File: config.mk
export PLATFORM = sky130hd
export DESIGN_NAME = axi_pwm_irq_ctrl_flat
export DESIGN_NICKNAME = d
export VERILOG_FILES = /design/src/rtl/axi_pwm_irq_ctrl_pkg.sv /design/src/rtl/axi_pwm_irq_ctrl_if.sv /design/src/rtl/axi_pwm_irq_ctrl_timebase.sv /design/src/rtl/axi_pwm_irq_ctrl.sv /design/src/flat_wrapper.sv
export SDC_FILE = /design/constraint.sdc
export NUM_CORES = 1
export LEC_CHECK = 0
export ABC_AREA = 1
export BUFFER_PORTS_ARGS = -buffer_cell sky130_fd_sc_hd__buf_2
export CAP_MARGIN = 20
export CELL_PAD_IN_SITES_DETAIL_PLACEMENT = 1
export CELL_PAD_IN_SITES_GLOBAL_PLACEMENT = 2
export CORE_AREA = 5 5 243 245
export DETAILED_ROUTE_END_ITERATION = 10
export DIE_AREA = 0 0 248 250
export HOLD_SLACK_MARGIN = 0.08
export PLACE_DENSITY_LB_ADDON = 0.1
export RECOVER_POWER = 25
export SYNTH_ARGS = -nofsm -noshare
export SYNTH_HDL_FRONTEND = slang
export SYNTH_SLANG_ARGS = --single-unit
File: constraint.sdc
create_clock -name axi_aclk -period 14.8 [get_ports axi_aclk]
set_input_delay 2.22 -clock axi_aclk [delete_from_list [all_inputs] [get_ports axi_aclk]]
set_output_delay 2.22 -clock axi_aclk [all_outputs]
set_load 0.02 [all_outputs]
File: src/rtl/axi_pwm_irq_ctrl_pkg.sv
// Shared definitions for the AXI4-Lite PWM/interrupt controller: register map,
// response codes, FSM state types and byte-lane helpers.
package axi_pwm_pkg;

    localparam int unsigned OFF_CTRL     = 32'h00;
    localparam int unsigned OFF_PERIOD   = 32'h04;
    localparam int unsigned OFF_IRQ_EN   = 32'h08;
    localparam int unsigned OFF_IRQ_STAT = 32'h0C;
    localparam int unsigned OFF_DUTY0    = 32'h10;

    localparam int CTRL_EN     = 0;
    localparam int CTRL_CENTER = 1;

    localparam logic [1:0] RESP_OKAY   = 2'b00;
    localparam logic [1:0] RESP_SLVERR = 2'b10;

    typedef enum logic {DIR_UP = 1'b0, DIR_DOWN = 1'b1} dir_t;

    typedef enum logic [2:0] {
        WR_INIT, WR_IDLE, WR_AW, WR_W, WR_BOTH, WR_RESP
    } wr_state_t;

    typedef enum logic [1:0] {
        RD_INIT, RD_IDLE, RD_RESP
    } rd_state_t;

    function automatic logic [31:0] byte_mask(input logic [3:0] strb);
        logic [31:0] m;
        for (int b = 0; b < 4; b++) begin
            m[b*8 +: 8] = {8{strb[b]}};
        end
        return m;
    endfunction

    function automatic logic [31:0] merge_bytes(input logic [31:0] old_v,
                                                input logic [31:0] new_v,
                                                input logic [3:0]  strb);
        logic [31:0] m;
        m = byte_mask(strb);
        return (old_v & ~m) | (new_v & m);
    endfunction

endpackage

File: src/rtl/axi_pwm_irq_ctrl_if.sv
// AXI4-Lite slave bundle for the PWM controller, with master and slave views.
interface axi_pwm_irq_ctrl_if #(
    parameter int ADDR_W = 7
);
    logic [ADDR_W-1:0] axi_awaddr;
    logic              axi_awvalid;
    logic              axi_awready;
    logic [31:0]       axi_wdata;
    logic [3:0]        axi_wstrb;
    logic              axi_wvalid;
    logic              axi_wready;
    logic [1:0]        axi_bresp;
    logic              axi_bvalid;
    logic              axi_bready;
    logic [ADDR_W-1:0] axi_araddr;
    logic              axi_arvalid;
    logic              axi_arready;
    logic [31:0]       axi_rdata;
    logic [1:0]        axi_rresp;
    logic              axi_rvalid;
    logic              axi_rready;

    modport slave (
        input  axi_awaddr, axi_awvalid, axi_wdata, axi_wstrb, axi_wvalid,
               axi_bready, axi_araddr, axi_arvalid, axi_rready,
        output axi_awready, axi_wready, axi_bresp, axi_bvalid,
               axi_arready, axi_rdata, axi_rresp, axi_rvalid
    );

    modport master (
        output axi_awaddr, axi_awvalid, axi_wdata, axi_wstrb, axi_wvalid,
               axi_bready, axi_araddr, axi_arvalid, axi_rready,
        input  axi_awready, axi_wready, axi_bresp, axi_bvalid,
               axi_arready, axi_rdata, axi_rresp, axi_rvalid
    );
endinterface

File: src/rtl/axi_pwm_irq_ctrl_timebase.sv
// Shared PWM timebase: edge-aligned sawtooth or center-aligned triangle counter
// with a one-cycle period event used to reload the active registers.
module pwm_timebase
    import axi_pwm_pkg::*;
#(
    parameter int CNT_W = 16
) (
    input  logic             clk,
    input  logic             rst,
    input  logic             en,
    input  logic             center,
    input  logic [CNT_W-1:0] period_act,
    output logic [CNT_W-1:0] cnt,
    output dir_t             dir,
    output logic             pe
);

    logic [CNT_W-1:0] cnt_q, cnt_d;
    dir_t             dir_q, dir_d;
    logic             pe_d;

    always_comb begin
        cnt_d = cnt_q;
        dir_d = dir_q;
        pe_d  = 1'b0;
        if (!en || period_act == '0) begin
            cnt_d = '0;
            dir_d = DIR_UP;
        end else if (!center) begin
            dir_d = DIR_UP;
            // >= also recovers cleanly if a mode switch leaves cnt beyond the period
            if (cnt_q >= period_act) begin
                cnt_d = '0;
                pe_d  = 1'b1;
            end else begin
                cnt_d = cnt_q + CNT_W'(1);
            end
        end else if (dir_q == DIR_UP) begin
            if (cnt_q >= period_act) begin
                cnt_d = period_act - CNT_W'(1);
                dir_d = DIR_DOWN;
            end else begin
                cnt_d = cnt_q + CNT_W'(1);
            end
        end else begin
            if (cnt_q == '0) begin
                cnt_d = CNT_W'(1);
                dir_d = DIR_UP;
                pe_d  = 1'b1;
            end else begin
                cnt_d = cnt_q - CNT_W'(1);
            end
        end
    end

    always_ff @(posedge clk or posedge rst) begin
        if (rst) begin
            cnt_q <= '0;
            dir_q <= DIR_UP;
        end else begin
            cnt_q <= cnt_d;
            dir_q <= dir_d;
        end
    end

    assign cnt = cnt_q;
    assign dir = dir_q;
    assign pe  = pe_d;

endmodule

File: src/rtl/axi_pwm_irq_ctrl.sv
// AXI4-Lite PWM generator: register file with shadow/active double buffering,
// per-channel comparators and sticky period-complete interrupts.
module axi_pwm_irq_ctrl
    import axi_pwm_pkg::*;
#(
    parameter int NUM_CH = 8,
    parameter int CNT_W  = 16,
    parameter int ADDR_W = 7
) (
    input  logic              axi_aclk,
    input  logic              axi_areset,
    axi_pwm_irq_ctrl_if.slave s_axi,
    output logic [NUM_CH-1:0] pwm_out,
    output logic              irq
);

    wr_state_t         wr_state_q, wr_state_d;
    rd_state_t         rd_state_q, rd_state_d;
    logic [ADDR_W-1:0] awaddr_q, awaddr_d;
    logic [31:0]       wdata_q, wdata_d;
    logic [3:0]        wstrb_q, wstrb_d;
    logic [1:0]        bresp_q, bresp_d;
    logic [31:0]       rdata_q, rdata_d;
    logic [1:0]        rresp_q, rresp_d;

    logic [1:0]        ctrl_q, ctrl_d;
    logic [CNT_W-1:0]  period_q, period_d;
    logic [NUM_CH-1:0] irq_en_q, irq_en_d;
    logic [NUM_CH-1:0] irq_stat_q, irq_stat_d;
    logic [CNT_W-1:0]  duty_q [NUM_CH];
    logic [CNT_W-1:0]  duty_d [NUM_CH];

    logic [CNT_W-1:0]  period_act_q, period_act_d;
    logic              center_act_q, center_act_d;
    logic [CNT_W-1:0]  duty_act_q [NUM_CH];
    logic [CNT_W-1:0]  duty_act_d [NUM_CH];
    logic [NUM_CH-1:0] pwm_q, pwm_d;
    logic              irq_q, irq_d;

    logic [CNT_W-1:0]  cnt;
    dir_t              dir_unused;
    logic              pe;
    logic [NUM_CH-1:0] stat_clr;
    logic [31:0]       merged;

    // Misaligned addresses are treated like holes in the map.
    function automatic logic is_mapped(input logic [ADDR_W-1:0] a);
        return (a[1:0] == 2'b00) && (32'(a[ADDR_W-1:2]) < 32'(4 + NUM_CH));
    endfunction

    function automatic int unsigned word_idx(input logic [ADDR_W-1:0] a);
        return 32'(a[ADDR_W-1:2]);
    endfunction

    pwm_timebase #(.CNT_W(CNT_W)) u_timebase (
        .clk        (axi_aclk),
        .rst        (axi_areset),
        .en         (ctrl_q[CTRL_EN]),
        .center     (center_act_q),
        .period_act (period_act_q),
        .cnt        (cnt),
        .dir        (dir_unused),
        .pe         (pe)
    );

    always_comb begin
        wr_state_d = wr_state_q;
        awaddr_d   = awaddr_q;
        wdata_d    = wdata_q;
        wstrb_d    = wstrb_q;
        bresp_d    = bresp_q;
        ctrl_d     = ctrl_q;
        period_d   = period_q;
        irq_en_d   = irq_en_q;
        duty_d     = duty_q;
        stat_clr   = '0;
        merged     = '0;
        case (wr_state_q)
            WR_INIT: wr_state_d = WR_IDLE;
            WR_IDLE: begin
                if (s_axi.axi_awvalid) awaddr_d = s_axi.axi_awaddr;
                if (s_axi.axi_wvalid) begin
                    wdata_d = s_axi.axi_wdata;
                    wstrb_d = s_axi.axi_wstrb;
                end
                if (s_axi.axi_awvalid && s_axi.axi_wvalid) wr_state_d = WR_BOTH;
                else if (s_axi.axi_awvalid)                wr_state_d = WR_AW;
                else if (s_axi.axi_wvalid)                 wr_state_d = WR_W;
            end
            WR_AW: begin
                if (s_axi.axi_wvalid) begin
                    wdata_d    = s_axi.axi_wdata;
                    wstrb_d    = s_axi.axi_wstrb;
                    wr_state_d = WR_BOTH;
                end
            end
            WR_W: begin
                if (s_axi.axi_awvalid) begin
                    awaddr_d   = s_axi.axi_awaddr;
                    wr_state_d = WR_BOTH;
                end
            end
            WR_BOTH: begin
                wr_state_d = WR_RESP;
                bresp_d    = is_mapped(awaddr_q) ? RESP_OKAY : RESP_SLVERR;
                if (is_mapped(awaddr_q)) begin
                    case (word_idx(awaddr_q))
                        OFF_CTRL / 4: begin
                            merged = merge_bytes({30'b0, ctrl_q}, wdata_q, wstrb_q);
                            ctrl_d = merged[1:0];
                        end
                        OFF_PERIOD / 4: begin
                            merged   = merge_bytes(32'(period_q), wdata_q, wstrb_q);
                            period_d = merged[CNT_W-1:0];
                        end
                        OFF_IRQ_EN / 4: begin
                            merged   = merge_bytes(32'(irq_en_q), wdata_q, wstrb_q);
                            irq_en_d = merged[NUM_CH-1:0];
                        end
                        OFF_IRQ_STAT / 4: begin
                            merged   = wdata_q & byte_mask(wstrb_q);
                            stat_clr = merged[NUM_CH-1:0];
                        end
                        default: begin
                            for (int i = 0; i < NUM_CH; i++) begin
                                if (word_idx(awaddr_q) == OFF_DUTY0 / 4 + 32'(i)) begin
                                    merged    = merge_bytes(32'(duty_q[i]), wdata_q, wstrb_q);
                                    duty_d[i] = merged[CNT_W-1:0];
                                end
                            end
                        end
                    endcase
                end
            end
            WR_RESP: if (s_axi.axi_bready) wr_state_d = WR_IDLE;
            default: wr_state_d = WR_IDLE;
        endcase
    end

    always_comb begin
        rd_state_d = rd_state_q;
        rdata_d    = rdata_q;
        rresp_d    = rresp_q;
        case (rd_state_q)
            RD_INIT: rd_state_d = RD_IDLE;
            RD_IDLE: begin
                if (s_axi.axi_arvalid) begin
                    rd_state_d = RD_RESP;
                    rdata_d    = '0;
                    rresp_d    = is_mapped(s_axi.axi_araddr) ? RESP_OKAY : RESP_SLVERR;
                    if (is_mapped(s_axi.axi_araddr)) begin
                        case (word_idx(s_axi.axi_araddr))
                            OFF_CTRL / 4:     rdata_d = {30'b0, ctrl_q};
                            OFF_PERIOD / 4:   rdata_d = 32'(period_q);
                            OFF_IRQ_EN / 4:   rdata_d = 32'(irq_en_q);
                            OFF_IRQ_STAT / 4: rdata_d = 32'(irq_stat_q);
                            default: begin
                                for (int i = 0; i < NUM_CH; i++) begin
                                    if (word_idx(s_axi.axi_araddr) == OFF_DUTY0 / 4 + 32'(i)) begin
                                        rdata_d = 32'(duty_q[i]);
                                    end
                                end
                            end
                        endcase
                    end
                end
            end
            RD_RESP: if (s_axi.axi_rready) rd_state_d = RD_IDLE;
            default: rd_state_d = RD_IDLE;
        endcase
    end

    // Shadow values follow into the active set freely while stopped, otherwise only at PE.
    always_comb begin
        period_act_d = period_act_q;
        center_act_d = center_act_q;
        duty_act_d   = duty_act_q;
        if (!ctrl_q[CTRL_EN] || pe) begin
            period_act_d = period_q;
            center_act_d = ctrl_q[CTRL_CENTER];
            duty_act_d   = duty_q;
        end
        irq_stat_d = (irq_stat_q & ~stat_clr) | (pe ? irq_en_q : '0);
        irq_d      = |(irq_stat_q & irq_en_q);
    end

    generate
        for (genvar gi = 0; gi < NUM_CH; gi++) begin : g_cmp
            assign pwm_d[gi] = ctrl_q[CTRL_EN] && (period_act_q != '0) && (cnt < duty_act_q[gi]);
        end
    endgenerate

    always_ff @(posedge axi_aclk or posedge axi_areset) begin
        if (axi_areset) begin
            wr_state_q   <= WR_INIT;
            rd_state_q   <= RD_INIT;
            awaddr_q     <= '0;
            wdata_q      <= '0;
            wstrb_q      <= '0;
            bresp_q      <= RESP_OKAY;
            rdata_q      <= '0;
            rresp_q      <= RESP_OKAY;
            ctrl_q       <= '0;
            period_q     <= '0;
            irq_en_q     <= '0;
            irq_stat_q   <= '0;
            period_act_q <= '0;
            center_act_q <= 1'b0;
            pwm_q        <= '0;
            irq_q        <= 1'b0;
            for (int i = 0; i < NUM_CH; i++) begin
                duty_q[i]     <= '0;
                duty_act_q[i] <= '0;
            end
        end else begin
            wr_state_q   <= wr_state_d;
            rd_state_q   <= rd_state_d;
            awaddr_q     <= awaddr_d;
            wdata_q      <= wdata_d;
            wstrb_q      <= wstrb_d;
            bresp_q      <= bresp_d;
            rdata_q      <= rdata_d;
            rresp_q      <= rresp_d;
            ctrl_q       <= ctrl_d;
            period_q     <= period_d;
            irq_en_q     <= irq_en_d;
            irq_stat_q   <= irq_stat_d;
            period_act_q <= period_act_d;
            center_act_q <= center_act_d;
            pwm_q        <= pwm_d;
            irq_q        <= irq_d;
            duty_q       <= duty_d;
            duty_act_q   <= duty_act_d;
        end
    end

    assign s_axi.axi_awready = (wr_state_q == WR_IDLE) || (wr_state_q == WR_W);
    assign s_axi.axi_wready  = (wr_state_q == WR_IDLE) || (wr_state_q == WR_AW);
    assign s_axi.axi_bvalid  = (wr_state_q == WR_RESP);
    assign s_axi.axi_bresp   = bresp_q;
    assign s_axi.axi_arready = (rd_state_q == RD_IDLE);
    assign s_axi.axi_rvalid  = (rd_state_q == RD_RESP);
    assign s_axi.axi_rdata   = rdata_q;
    assign s_axi.axi_rresp   = rresp_q;
    assign pwm_out           = pwm_q;
    assign irq               = irq_q;

endmodule

File: src/flat_wrapper.sv
// flat-port wrapper written by rule: the top's interface ports become plain ports
module axi_pwm_irq_ctrl_flat import axi_pwm_pkg::*;
#(
    parameter int NUM_CH = 8,
    parameter int CNT_W  = 16,
    parameter int ADDR_W = 7
)
  (axi_aclk, axi_areset, pwm_out, irq, s_axi_axi_awaddr, s_axi_axi_awvalid, s_axi_axi_wdata, s_axi_axi_wstrb, s_axi_axi_wvalid, s_axi_axi_bready, s_axi_axi_araddr, s_axi_axi_arvalid, s_axi_axi_rready, s_axi_axi_awready, s_axi_axi_wready, s_axi_axi_bresp, s_axi_axi_bvalid, s_axi_axi_arready, s_axi_axi_rdata, s_axi_axi_rresp, s_axi_axi_rvalid);
  axi_pwm_irq_ctrl_if #(.ADDR_W(ADDR_W)) s_axi_i ();
  input  logic axi_aclk;
  input  logic axi_areset;
  output logic [NUM_CH-1:0] pwm_out;
  output logic irq;
  input wire logic [$bits(s_axi_i.axi_awaddr)-1:0] s_axi_axi_awaddr;
  input wire logic [$bits(s_axi_i.axi_awvalid)-1:0] s_axi_axi_awvalid;
  input wire logic [$bits(s_axi_i.axi_wdata)-1:0] s_axi_axi_wdata;
  input wire logic [$bits(s_axi_i.axi_wstrb)-1:0] s_axi_axi_wstrb;
  input wire logic [$bits(s_axi_i.axi_wvalid)-1:0] s_axi_axi_wvalid;
  input wire logic [$bits(s_axi_i.axi_bready)-1:0] s_axi_axi_bready;
  input wire logic [$bits(s_axi_i.axi_araddr)-1:0] s_axi_axi_araddr;
  input wire logic [$bits(s_axi_i.axi_arvalid)-1:0] s_axi_axi_arvalid;
  input wire logic [$bits(s_axi_i.axi_rready)-1:0] s_axi_axi_rready;
  output wire logic [$bits(s_axi_i.axi_awready)-1:0] s_axi_axi_awready;
  output wire logic [$bits(s_axi_i.axi_wready)-1:0] s_axi_axi_wready;
  output wire logic [$bits(s_axi_i.axi_bresp)-1:0] s_axi_axi_bresp;
  output wire logic [$bits(s_axi_i.axi_bvalid)-1:0] s_axi_axi_bvalid;
  output wire logic [$bits(s_axi_i.axi_arready)-1:0] s_axi_axi_arready;
  output wire logic [$bits(s_axi_i.axi_rdata)-1:0] s_axi_axi_rdata;
  output wire logic [$bits(s_axi_i.axi_rresp)-1:0] s_axi_axi_rresp;
  output wire logic [$bits(s_axi_i.axi_rvalid)-1:0] s_axi_axi_rvalid;
  assign s_axi_i.axi_awaddr = s_axi_axi_awaddr;
  assign s_axi_i.axi_awvalid = s_axi_axi_awvalid;
  assign s_axi_i.axi_wdata = s_axi_axi_wdata;
  assign s_axi_i.axi_wstrb = s_axi_axi_wstrb;
  assign s_axi_i.axi_wvalid = s_axi_axi_wvalid;
  assign s_axi_i.axi_bready = s_axi_axi_bready;
  assign s_axi_i.axi_araddr = s_axi_axi_araddr;
  assign s_axi_i.axi_arvalid = s_axi_axi_arvalid;
  assign s_axi_i.axi_rready = s_axi_axi_rready;
  assign s_axi_axi_awready = s_axi_i.axi_awready;
  assign s_axi_axi_wready = s_axi_i.axi_wready;
  assign s_axi_axi_bresp = s_axi_i.axi_bresp;
  assign s_axi_axi_bvalid = s_axi_i.axi_bvalid;
  assign s_axi_axi_arready = s_axi_i.axi_arready;
  assign s_axi_axi_rdata = s_axi_i.axi_rdata;
  assign s_axi_axi_rresp = s_axi_i.axi_rresp;
  assign s_axi_axi_rvalid = s_axi_i.axi_rvalid;
  axi_pwm_irq_ctrl #(.NUM_CH(NUM_CH), .CNT_W(CNT_W), .ADDR_W(ADDR_W)) u_core (.axi_aclk(axi_aclk), .axi_areset(axi_areset), .s_axi(s_axi_i), .pwm_out(pwm_out), .irq(irq));
endmodule
# Yosys cells after proc, flatten, opt, wreduce, memory -nomap -nowiden
# Index checks and enable logic that the tools add are counted.
# Widths: inputs -> output; s select.
word_totals:
  reg_bits: 399
op_classes:
  add_sub_neg: 3
  order_cmp: 11
  n_eq_ne: 35
  n_mux: 41
  bitwise: 29
  reduce_logical: 44
ops:
  columns: ["op", "n"]
  rows:
  - ["$mux 16", 14]
  - ["$and 16x16->16", 10]
  - ["$or 16x16->16", 9]
  - ["$lt 16x16->1", 8]
  - ["$pmux 32 s4", 1]
  - ["$eq 5x3->1 const B", 8]
  - ["$eq 5x4->1 const B", 8]
  - ["$reduce_and 4->1", 9]
  - ["$logic_not 16->1", 2]
  - ["$mux 32", 1]
  - ["$mux 8", 4]
  - ["$sub 16x1->16 const B", 2]
  - ["$and 8x8->8", 3]
  - ["$eq 5x2->1 const B", 4]
  - ["$mux 3", 6]
  - ["$add 16x1->16 const B", 1]
  - ["$ge 16x16->1", 1]
  - ["$not 16->16", 1]
  - ["$or 8x8->8", 2]
  - ["$reduce_bool 16->1", 1]
  - ["$pmux 3 s5", 1]
  - ["$logic_and 1x1->1", 12]
  - ["$eq 5x1->1 const B", 2]
  - ["$logic_not 5->1", 2]
  - ["23 further kinds", 51]

# Longest topological paths before layout
# Gate-level depths: netlist of the first run.
logic_depth:
  word_depth: 11
  depth_mapped: 20
  ltp_nobuf: 17

# Cells and area by module
# From an unflattened synthesis of the first run, not the netlist that was laid out.
hier_totals:
  hier_cells: 2578
  area_unflattened_um2: 20793.7
modules_own_cells:
  columns: ["module", "instances", "cells_per_inst", "area_each_um2"]
  rows:
  - ["axi_pwm_irq_ctrl", 1, 2139, 18179.9]
  - ["pwm_timebase", 1, 439, 2613.8]

# Least setup slack after synthesis of the first run
# Ideal clock, no wire load.
synth_timing:
  kind: "register to output"
  start: "reg u_core.wr_state_q[0]"
  end: "out s_axi_axi_wready"
  t_arrival_ns: 1.341
  slack_ns: 11.239
  path_stages_with_launch: 7
  path_cell_list: "dfrtp_1 inv_1 nor2_1 inv_1 nor2_1 inv_1 o21ai_0"
synth_via:
  elab_chain_cells: 2
  elab_cells_between_ends: 3
  cone_classes: "eq/ne: 2; reduce/logical: 1"
synth_lines:
  columns: ["item", "line_no", "source"]
  rows:
  - ["start: declaration", "axi_pwm_irq_ctrl.sv:17", "wr_state_t wr_state_q, wr_state_d;"]
  - ["start signal: assignment", "axi_pwm_irq_ctrl.sv:216", "wr_state_q <= wr_state_d;"]
  - ["$eq 3x1->1 / $eq 3x2->1 (equally long branches)", "axi_pwm_irq_ctrl.sv:238", "assign s_axi.axi_wready = (wr_state_q == WR_IDLE) || (wr_state_q == WR_AW);"]
  - ["$logic_or 1x1->1 *", "axi_pwm_irq_ctrl.sv:238", null]
  - ["end: declaration", "flat_wrapper.sv:24", "output wire logic [$bits(s_axi_i.axi_wready)-1:0] s_axi_axi_wready;"]
# Mark *: on every way between the ends. The rest lies on a longest branch, timed or not.

==> results by stage, run 1 <==
Timing:
- The largest clock skew in the final design is approximately 0.029 ns.
- Dividing the final minimum period by the clock period gives about two fifths.
- The actual slew at the worst max-slew pin is slightly below 5 ns.
- The final hold violation count is 0.
- The total count of max-transition violations in the final report is 106.
- Setup repair after global routing left no endpoint under its margin.
- The final-report setup violation count is 0.
- The final-layout setup total negative slack is 0 ns.
- Measured against its own limit, the worst slew margin works out to -231.0%.
- For the finished layout, the period the worst path requires is just under 6 ns.
- Timing would allow up to 0.1715 GHz.

Placement:
- The cell area reported after detailed placement is between 0.02 and 0.025 sq mm.
- The HPWL after detailed placement is about 53000 um.
- The count of input and output buffers is 70.
- The placer's final routability congestion estimate is around 0.85.

Power:
- The areal power density over the cells is around 120 mW/mm^2.
- The peak supply drop is 86.38 uV.
- The switching share of total power is between 30 and 40%.
- The analysis attributes to net switching a power of between 0.8 and 0.9 mW.
- The internal portion of the total power is 1.850 mW.
- The power share of the combinational group is approximately 14%.
- The leakage power summed over all cells is 12.05 nW.
- Sequential cells account for a little over two fifths of the total power.
- The proportion of power drawn by the clock network is approximately 43%.

Setup path:
- The setup slack of the most critical reg-to-reg path is 9.36 ns.
- The largest fanout of any net on the critical path is 106.
- The number of stages on the worst setup path is 2.
- The critical path in this run is classified as in -> async.
- The worst reg-to-reg path cell count is 14.
- The family of cells with the greatest summed delay on the critical path is buffers and inverters.
- For the worst setup path, the data required time is approximately 14 ns.
- The startpoint identified for the worst register-to-register timing path is u_core.u_timebase.cnt[15]$_DFF_PP0_.
- STA puts the critical path data arrival time at 5.09 ns.
- On the critical path, the stage with the largest delay is an instance of sky130_fd_sc_hd__clkinvlp_2.
- The largest incremental delay on the critical path is 2.71 ns.
- The capturing element type of the critical path is an async pin.
- The critical path contains buffers and inverters numbering 2 combined.
- The signal on the critical path passes through buf_2, clkinvlp_2.
- The critical path launch point type is a primary input.
- The endpoint identified for the worst register-to-register timing path is u_core.period_act_q[0]$_DFFE_PP0P_.

Logic synthesis:
- By count the netlist is led by sky130_fd_sc_hd__nand2_1, sky130_fd_sc_hd__dfrtp_1, sky130_fd_sc_hd__inv_1, sky130_fd_sc_hd__o21ai_0, sky130_fd_sc_hd__nand3_1.
- After synthesis, the mean cell area works out to 7.817 sq um.
- The number of storage elements in the synthesis netlist is ~380.
- After synthesis, the netlist uses 43 different library cells.
- Yosys mapped a number of flops with a built-in enable equal to 0.
- sky130_fd_sc_hd__nand2_1 is the most common cell in the netlist.
- The part of the Yosys area used for sequential elements is a little under half.
- The most used flip-flop cell after synthesis is sky130_fd_sc_hd__dfrtp_1.
- The number of synthesis warnings is 0.
- In the synthesized netlist, the number of instances is ~2600.
- After synthesis, the cell types taking the most area are sky130_fd_sc_hd__dfrtp_1, sky130_fd_sc_hd__nand2_1, sky130_fd_sc_hd__ha_1, sky130_fd_sc_hd__o21ai_0, sky130_fd_sc_hd__nand3_1.
- The library cell occupying the most area in the post-synthesis netlist is sky130_fd_sc_hd__dfrtp_1.
- The fraction of registers with async set/reset is between 90% and 100%.
- The cell area that synthesis handed to floorplanning was approximately 0.021 sq mm.
- The synthesized design devotes to its leading area cell type a little under half of total area.

Floorplan:
- In this run the core area contains 88 standard-cell rows.
- Measured along the x axis, the die boundary spans about 250 um.
- Pin placement for this block handled between 100 and 150 I/O pins.
- The die height is between 200 and 300 um.
- The die covers just over 0.06 sq mm.
- The total area inside the core boundary comes to 0.05692 sq mm.
- The starting density of the core is 36.36%.

Finish:
- The post-route standard cell area excluding fillers is 0.02320 sq mm.
- In the final design database the tool counted just under 3000 nets.
- The share of layout cells above drive strength 1 is between 7 and 8%.
- From synthesis to final layout, the design area changed by 12.10%.

Detailed routing:
- Summed over all layers, the routed wires come to about 74000 um.
- The via-per-instance ratio is around 5.2.
- For this run, design rule violations remaining after detail routing come to 0.
- The total iterations of the first detailed-routing run is 5.
- For this block, the initial DRC count from the detailed router was between 1000 and 1500.
- The routed layout has roughly 18000 vias.
- The routed wirelength normalized by instance count is 21.29 um.
- The detail route stage leaves a number of antenna-violating nets equal to 0.

GRT:
- Entering global routing, the biggest net connects approximately 160 pins.
- The overall overflow remaining after global route is 0.
- The initial antenna violation count came to 5.
- The via count of the first global-routing pass is between 15000 and 20000.
- The first global-routing pass estimated 115000 um of wire.
- Global routing consumed, over all layers together, about 24% of the routing resources.

Clock tree:
- The tree built by TritonCTS fans out to 381 sinks.
- The total CTS buffers is 46.
- The latest clock arrival within the worst-skew pair is slightly below 0.6 ns.
- TritonCTS built the clock tree.
- After clock tree synthesis, the clock-pin slew on the worst setup and hold paths is around 0.060 ns.
- The clock passes through at most 3 buffers.
- Gates resized during post-CTS repair numbered 0.
- CTS placed an instance of sky130_fd_sc_hd__clkbuf_16 at the clock tree root.
- The total setup buffers inserted after CTS is 0.
- The H-tree was split into 2 levels.
- Buffers inserted to repair hold after CTS numbered 0.

Job:
- Across the run, the number of max-cap violations was 1.

Min path:
- The path with the worst hold slack has its endpoint at u_core.duty_act_q[6]$_DFFE_PP0P_.
- The number of stages on the worst hold path is 2.
- The type of the worst min-delay path is reg -> reg.

Status:
- The run finished, with violations left.
- The final reports fail on max-capacitance violations, max-slew violations.
==> layer usage <==
layer	track usage, %	routed length (um)	vias to the layer above
li1	-	-	8635
met1	34.48	35510	9134
met2	38.13	33760	322
met3	3.470	3072	92
met4	6.389	2073	0
met5	0	0	-
==> layout by cell type, fill, tap and decap left out, types with 3 or more instances in the layout <==
master | Yosys | final
sky130_fd_sc_hd__a21oi_1 | 139 | 140
sky130_fd_sc_hd__buf_2 | 22 | 68
sky130_fd_sc_hd__buf_4 | 21 | 20
sky130_fd_sc_hd__bufinv_16 | 0 | 3
sky130_fd_sc_hd__clkbuf_1 | 62 | 15
sky130_fd_sc_hd__clkbuf_16 | 0 | 46
sky130_fd_sc_hd__clkbuf_8 | 0 | 9
sky130_fd_sc_hd__clkinv_2 | 0 | 10
sky130_fd_sc_hd__conb_1 | 1 | 18
sky130_fd_sc_hd__dfrtp_1 | 381 | 380
sky130_fd_sc_hd__ha_1 | 139 | 139
sky130_fd_sc_hd__inv_1 | 283 | 284
sky130_fd_sc_hd__inv_2 | 13 | 11
sky130_fd_sc_hd__mux2_2 | 3 | 3
sky130_fd_sc_hd__nand2_1 | 851 | 851
sky130_fd_sc_hd__nand3_1 | 215 | 215
sky130_fd_sc_hd__nand3_2 | 3 | 3
sky130_fd_sc_hd__nand4_1 | 33 | 33
sky130_fd_sc_hd__nor2_1 | 109 | 108
sky130_fd_sc_hd__nor2_2 | 1 | 3
sky130_fd_sc_hd__nor3_1 | 25 | 24
sky130_fd_sc_hd__nor3b_1 | 9 | 9
sky130_fd_sc_hd__nor4_1 | 3 | 3
sky130_fd_sc_hd__o2111ai_1 | 5 | 5
sky130_fd_sc_hd__o21ai_0 | 227 | 227
sky130_fd_sc_hd__o21ai_1 | 27 | 27
sky130_fd_sc_hd__o22ai_1 | 10 | 10
sky130_fd_sc_hd__xor2_1 | 30 | 30
==> worst max path at each step <==
stage / start / end / slack [ns]
floorplan: axi_areset / async pin / 1.99
global placement: u_core.u_timebase.cnt[13]$_DFF_PP0_ / u_core.period_act_q[0]$_DFFE_PP0P_ / 9.32
detailed placement: u_core.u_timebase.cnt[15]$_DFF_PP0_ / u_core.period_act_q[0]$_DFFE_PP0P_ / 9.35
CTS: u_core.u_timebase.cnt[15]$_DFF_PP0_ / u_core.period_act_q[0]$_DFFE_PP0P_ / 9.36
global route: axi_areset / async pin / 7.94
finish: axi_areset / async pin / 8.97
==> metrics by stage <==
stage,util (%),power [mW],hold slack [ns],cells,setup slack [ns]
6_report,40.76,2.671,0.4741,3495,8.969
4_1_cts,40.78,2.704,0.4773,3492,9.360
5_1_grt,40.75,2.794,0.4937,3493,7.943
3_5_place_dp,38.13,1.547,0.4631,3407,9.352
3_3_place_gp,38.13,1.536,0.4558,3407,9.316
2_1_floorplan,-,1.372,0.4419,2665,1.994
==> cell type report <==
cell class | instances | area (sq um)
Clock buffer | 67 | 1320
Inverter | 298 | 1120
Tap cell | 765 | 957.2
Antenna cell | 2 | 5.005
Sequential cell | 381 | 9538
Multi-Input combinational cell | 1871 | 9532
Timing Repair Buffer | 93 | 541.8
Clock inverter | 18 | 188.9
Fill cell | 6975 | 33720
==> power by group through the flow <==
stage / logic, mW / clock network [mW] / registers [mW]
2_1_floorplan: 0.223 / 0 / 1.15
5_1_grt: 0.416 / 1.22 / 1.15
6_report: 0.375 / 1.15 / 1.15
4_1_cts: 0.382 / 1.17 / 1.15
3_5_place_dp: 0.381 / 0 / 1.17
3_3_place_gp: 0.373 / 0 / 1.16
==> cell families (layout without fill, tap and decap cells) <==
kind of cell	count (synthesis)	in the layout	share of synthesized area (%)
AO/OA/AOI/OAI	420	420	10.46
XOR/XNOR	31	31	1.312
adder cells (fa/ha/maj)	139	139	8.402
buffers and inverters	413	476	8.221
flip-flops	381	381	46.06
multiplexers	3	3	0.1632
other	1	20	0.01812
AND/OR/NAND/NOR	1260	1260	25.36
Note: power is estimated with default switching activity, not from simulation.
==> inputs of run 2 (changes only) <==
clock period = 5.7 ns   (was 14.8 ns; I/O delays follow)
==> run 2 against run 1 <==
The run still ends with max-capacitance violations, max-slew violations left. Total power rose to 2.7 times the previous value. Sequential power rose to 2.6 times the previous value. Clock power rose to 2.8 times the previous value. Final cell count rose by 0.20%. Clock-buffer cell count did not move.
==> results by stage, run 2 (synthesis gave the netlist of run 1 again) <==
Status:
- The flow ran to the end, but the final reports show violations.
- The checks that failed: max-capacitance violations, max-slew violations.

Placement:
- The placer's final routability congestion estimate is 0.8492.
- During placement, the flow inserted port buffers numbering 70.
- After detailed placement, the design holds a cell count of approximately 3400.
- The HPWL after detailed placement is 52550 um.
- Prior to clock tree synthesis, the placed netlist has a worst setup slack of around 2.2 ns.
- The cell area reported after detailed placement is approximately 0.022 sq mm.

Finish:
- The filler-free cell count of the finished design is between 3000 and 4000.
- The post-synthesis to final-layout area growth is 13.24%.
- The total area of multi-input combinational cells is around 0.0095 sq mm.
- The top cell types in the final layout, fill and taps aside, are sky130_fd_sc_hd__nand2_1, sky130_fd_sc_hd__dfrtp_1, sky130_fd_sc_hd__inv_1.
- The count of nets after finishing is 2895.
- Across the whole layout, storage elements account for 0.009538 sq mm.
- Once layout is done, the placed cells without fillers occupy 0.02344 sq mm.
- The share of layout cells above drive strength 1 is 7.785%.
- The library cell used most frequently in the layout, excluding fill and tap cells, is sky130_fd_sc_hd__nand2_1.
- The layout has between 6000 and 7000 filler cells.

GRT:
- The pin count of the biggest net entering global routing is approximately 160.
- The via count of the first global-routing pass is about 19000.
- In the global route stage, overall resource usage came out at 24.22%.
- The overall overflow remaining after global route is 0.
- The first global-routing pass estimated between 100000 and 150000 um of wire.
- The initial antenna violation count is 3.

Setup path:
- The data arrival time of the critical path is between 3 and 4 ns.
- The worst setup path is launched from a primary input.
- STA classifies the critical path endpoint as an async pin.
- The worst setup path category is in -> async.
- STA puts the critical path data required time at approximately 5.8 ns.
- The largest fanout of any net on the critical path is just under 100.

Power:
- Dividing total power by cell area gives a power density of 304.6 mW/mm^2.
- The peak supply drop is 242.8 uV.
- In this run the static leakage power is about 12 nW.

Clock tree:
- The total setup buffers inserted after CTS is 0.
- The total number of H-tree levels is 2.
- The TritonCTS clock tree is done.
- The clock-pin transition on the worst setup and hold timing paths is approximately 0.060 ns.
- The total CTS buffers is 47.
- The number of gates resized after cts is 0.
- The clock tree buffer depth is 3.
- The root cell of the clock tree is sky130_fd_sc_hd__clkbuf_16.
- The latest clock arrival within the worst-skew pair is between 0.5 and 0.6 ns.
- The tree built by TritonCTS fans out to between 300 and 400 sinks.
- The number of buffers inserted by hold repair at cts is 0.

Floorplan:
- The die extent in x is between 200 and 250 um.
- The floorplan core area is roughly 0.057 sq mm.
- Pin placement for this block handled around 110 I/O pins.
- The area enclosed by the die boundary is 0.06200 sq mm.
- Row generation in the floorplan step produced a little under 90 rows.
- The die height is 250 um.
- For this configuration, the core starts out at a cell density of about 36%.

Detailed routing:
- The final wirelength is 74740 um.
- The routed layout has ~18000 vias.
- The routed wirelength normalized by instance count is 21.34 um.
- The total iterations of the first detailed-routing run is 5.
- The via-per-instance ratio is approximately 5.
- The detail route stage leaves a number of antenna-violating nets equal to 0.
- The number of design-rule violations left by the first detailed-router iteration is just under 1000.
- In the routed design, unresolved DRC markers number 0.

Timing:
- The final hold violation count was 0.
- Setup repair after global routing left no endpoint under its margin.
- The minimum period implied by the final worst setup slack is around 3.6 ns.
- The largest clock skew in the final design is 0.01605 ns.
- The final-layout setup total negative slack is 0 ns.
- The final-report setup violation count is 0.
- The total count of max-transition violations in the final report came to 200.
- Timing would allow up to between 0.2 and 0.3 GHz.
- In the post-route analysis, the smallest setup slack over all paths is roughly 2.1 ns.
- Headroom to the max-slew limit came out at -75.73%.
- The final cycle utilization of the critical path is between 60% and 70%.
- For the pin with the worst max-slew slack, the measured transition is between 2 and 3 ns.

Job:
- Max-cap violations in this run came to 2.

Min path:
- The type of the worst min-delay path is reg -> reg.
-- run 2: worst max-delay path, stage by stage --
cell                         delay, ns
sky130_fd_sc_hd__buf_2            0.10
sky130_fd_sc_hd__clkinvlp_2       0.66
sky130_fd_sc_hd__clkbuf_2         1.94
-- run 2: per-layer routing --
| layer | vias to the layer above | track usage (%) | part of all wire [%] |
|---|---|---|---|
| li1 | 8643 | - | - |
| met1 | 9015 | 35.51 | 48 |
| met2 | 289 | 38.30 | 45 |
| met3 | 91 | 2.795 | 3.6 |
| met4 | 0 | 6.008 | 2.6 |
| met5 | - | 0 | 0 |
-- run 2: metrics by stage --
step                      util (%)  hold slack (ns)  total power [mW]
after floorplan                  -           0.4419             3.563
after global placement       38.32           0.4544             3.995
after detailed placement     38.32           0.4581             4.017
after CTS                    41.19           0.3399             7.227
after global routing         41.17           0.4865             7.455
final                        41.18           0.4719             7.139
-- run 2: final timing paths --
| kind | startpoint | end | slack (ns) | cells past startpoint |
|---|---|---|---|---|
| max in group axi_aclk | u_core.u_timebase.cnt[14]$_DFF_PP0_ | u_core.duty_act_q[119]$_DFFE_PP0P_ | 2.27 | 13 |
| max | axi_areset | u_core.duty_act_q[55]$_DFFE_PP0P_ | 2.14 | 3 |
| max reg2reg | u_core.u_timebase.cnt[14]$_DFF_PP0_ | u_core.duty_act_q[119]$_DFFE_PP0P_ | 2.27 | 13 |
| min reg2reg | flop | u_core.duty_act_q[5]$_DFFE_PP0P_ | 0.47 | 2 |
| min | flop | u_core.duty_act_q[5]$_DFFE_PP0P_ | 0.47 | 2 |
| min in group asynchronous | axi_areset | async pin | 0.49 | 2 |
-- run 2: layout make-up --
type / count / area share [%]
Clock buffer: 67 / 5.941
Multi-Input combinational cell: 1871 / 40.68
Antenna cell: 1 / 0.01068
Inverter: 298 / 4.777
Timing Repair Buffer: 100 / 2.786
Tap cell: 765 / 4.083
Sequential cell: 381 / 40.69
Clock inverter: 19 / 1.030
-- run 2: power breakdown --
part / switching [mW] / internal, mW
clock network: 1.25 / 1.93
logic: 0.777 / 0.214
registers: 0.124 / 2.85
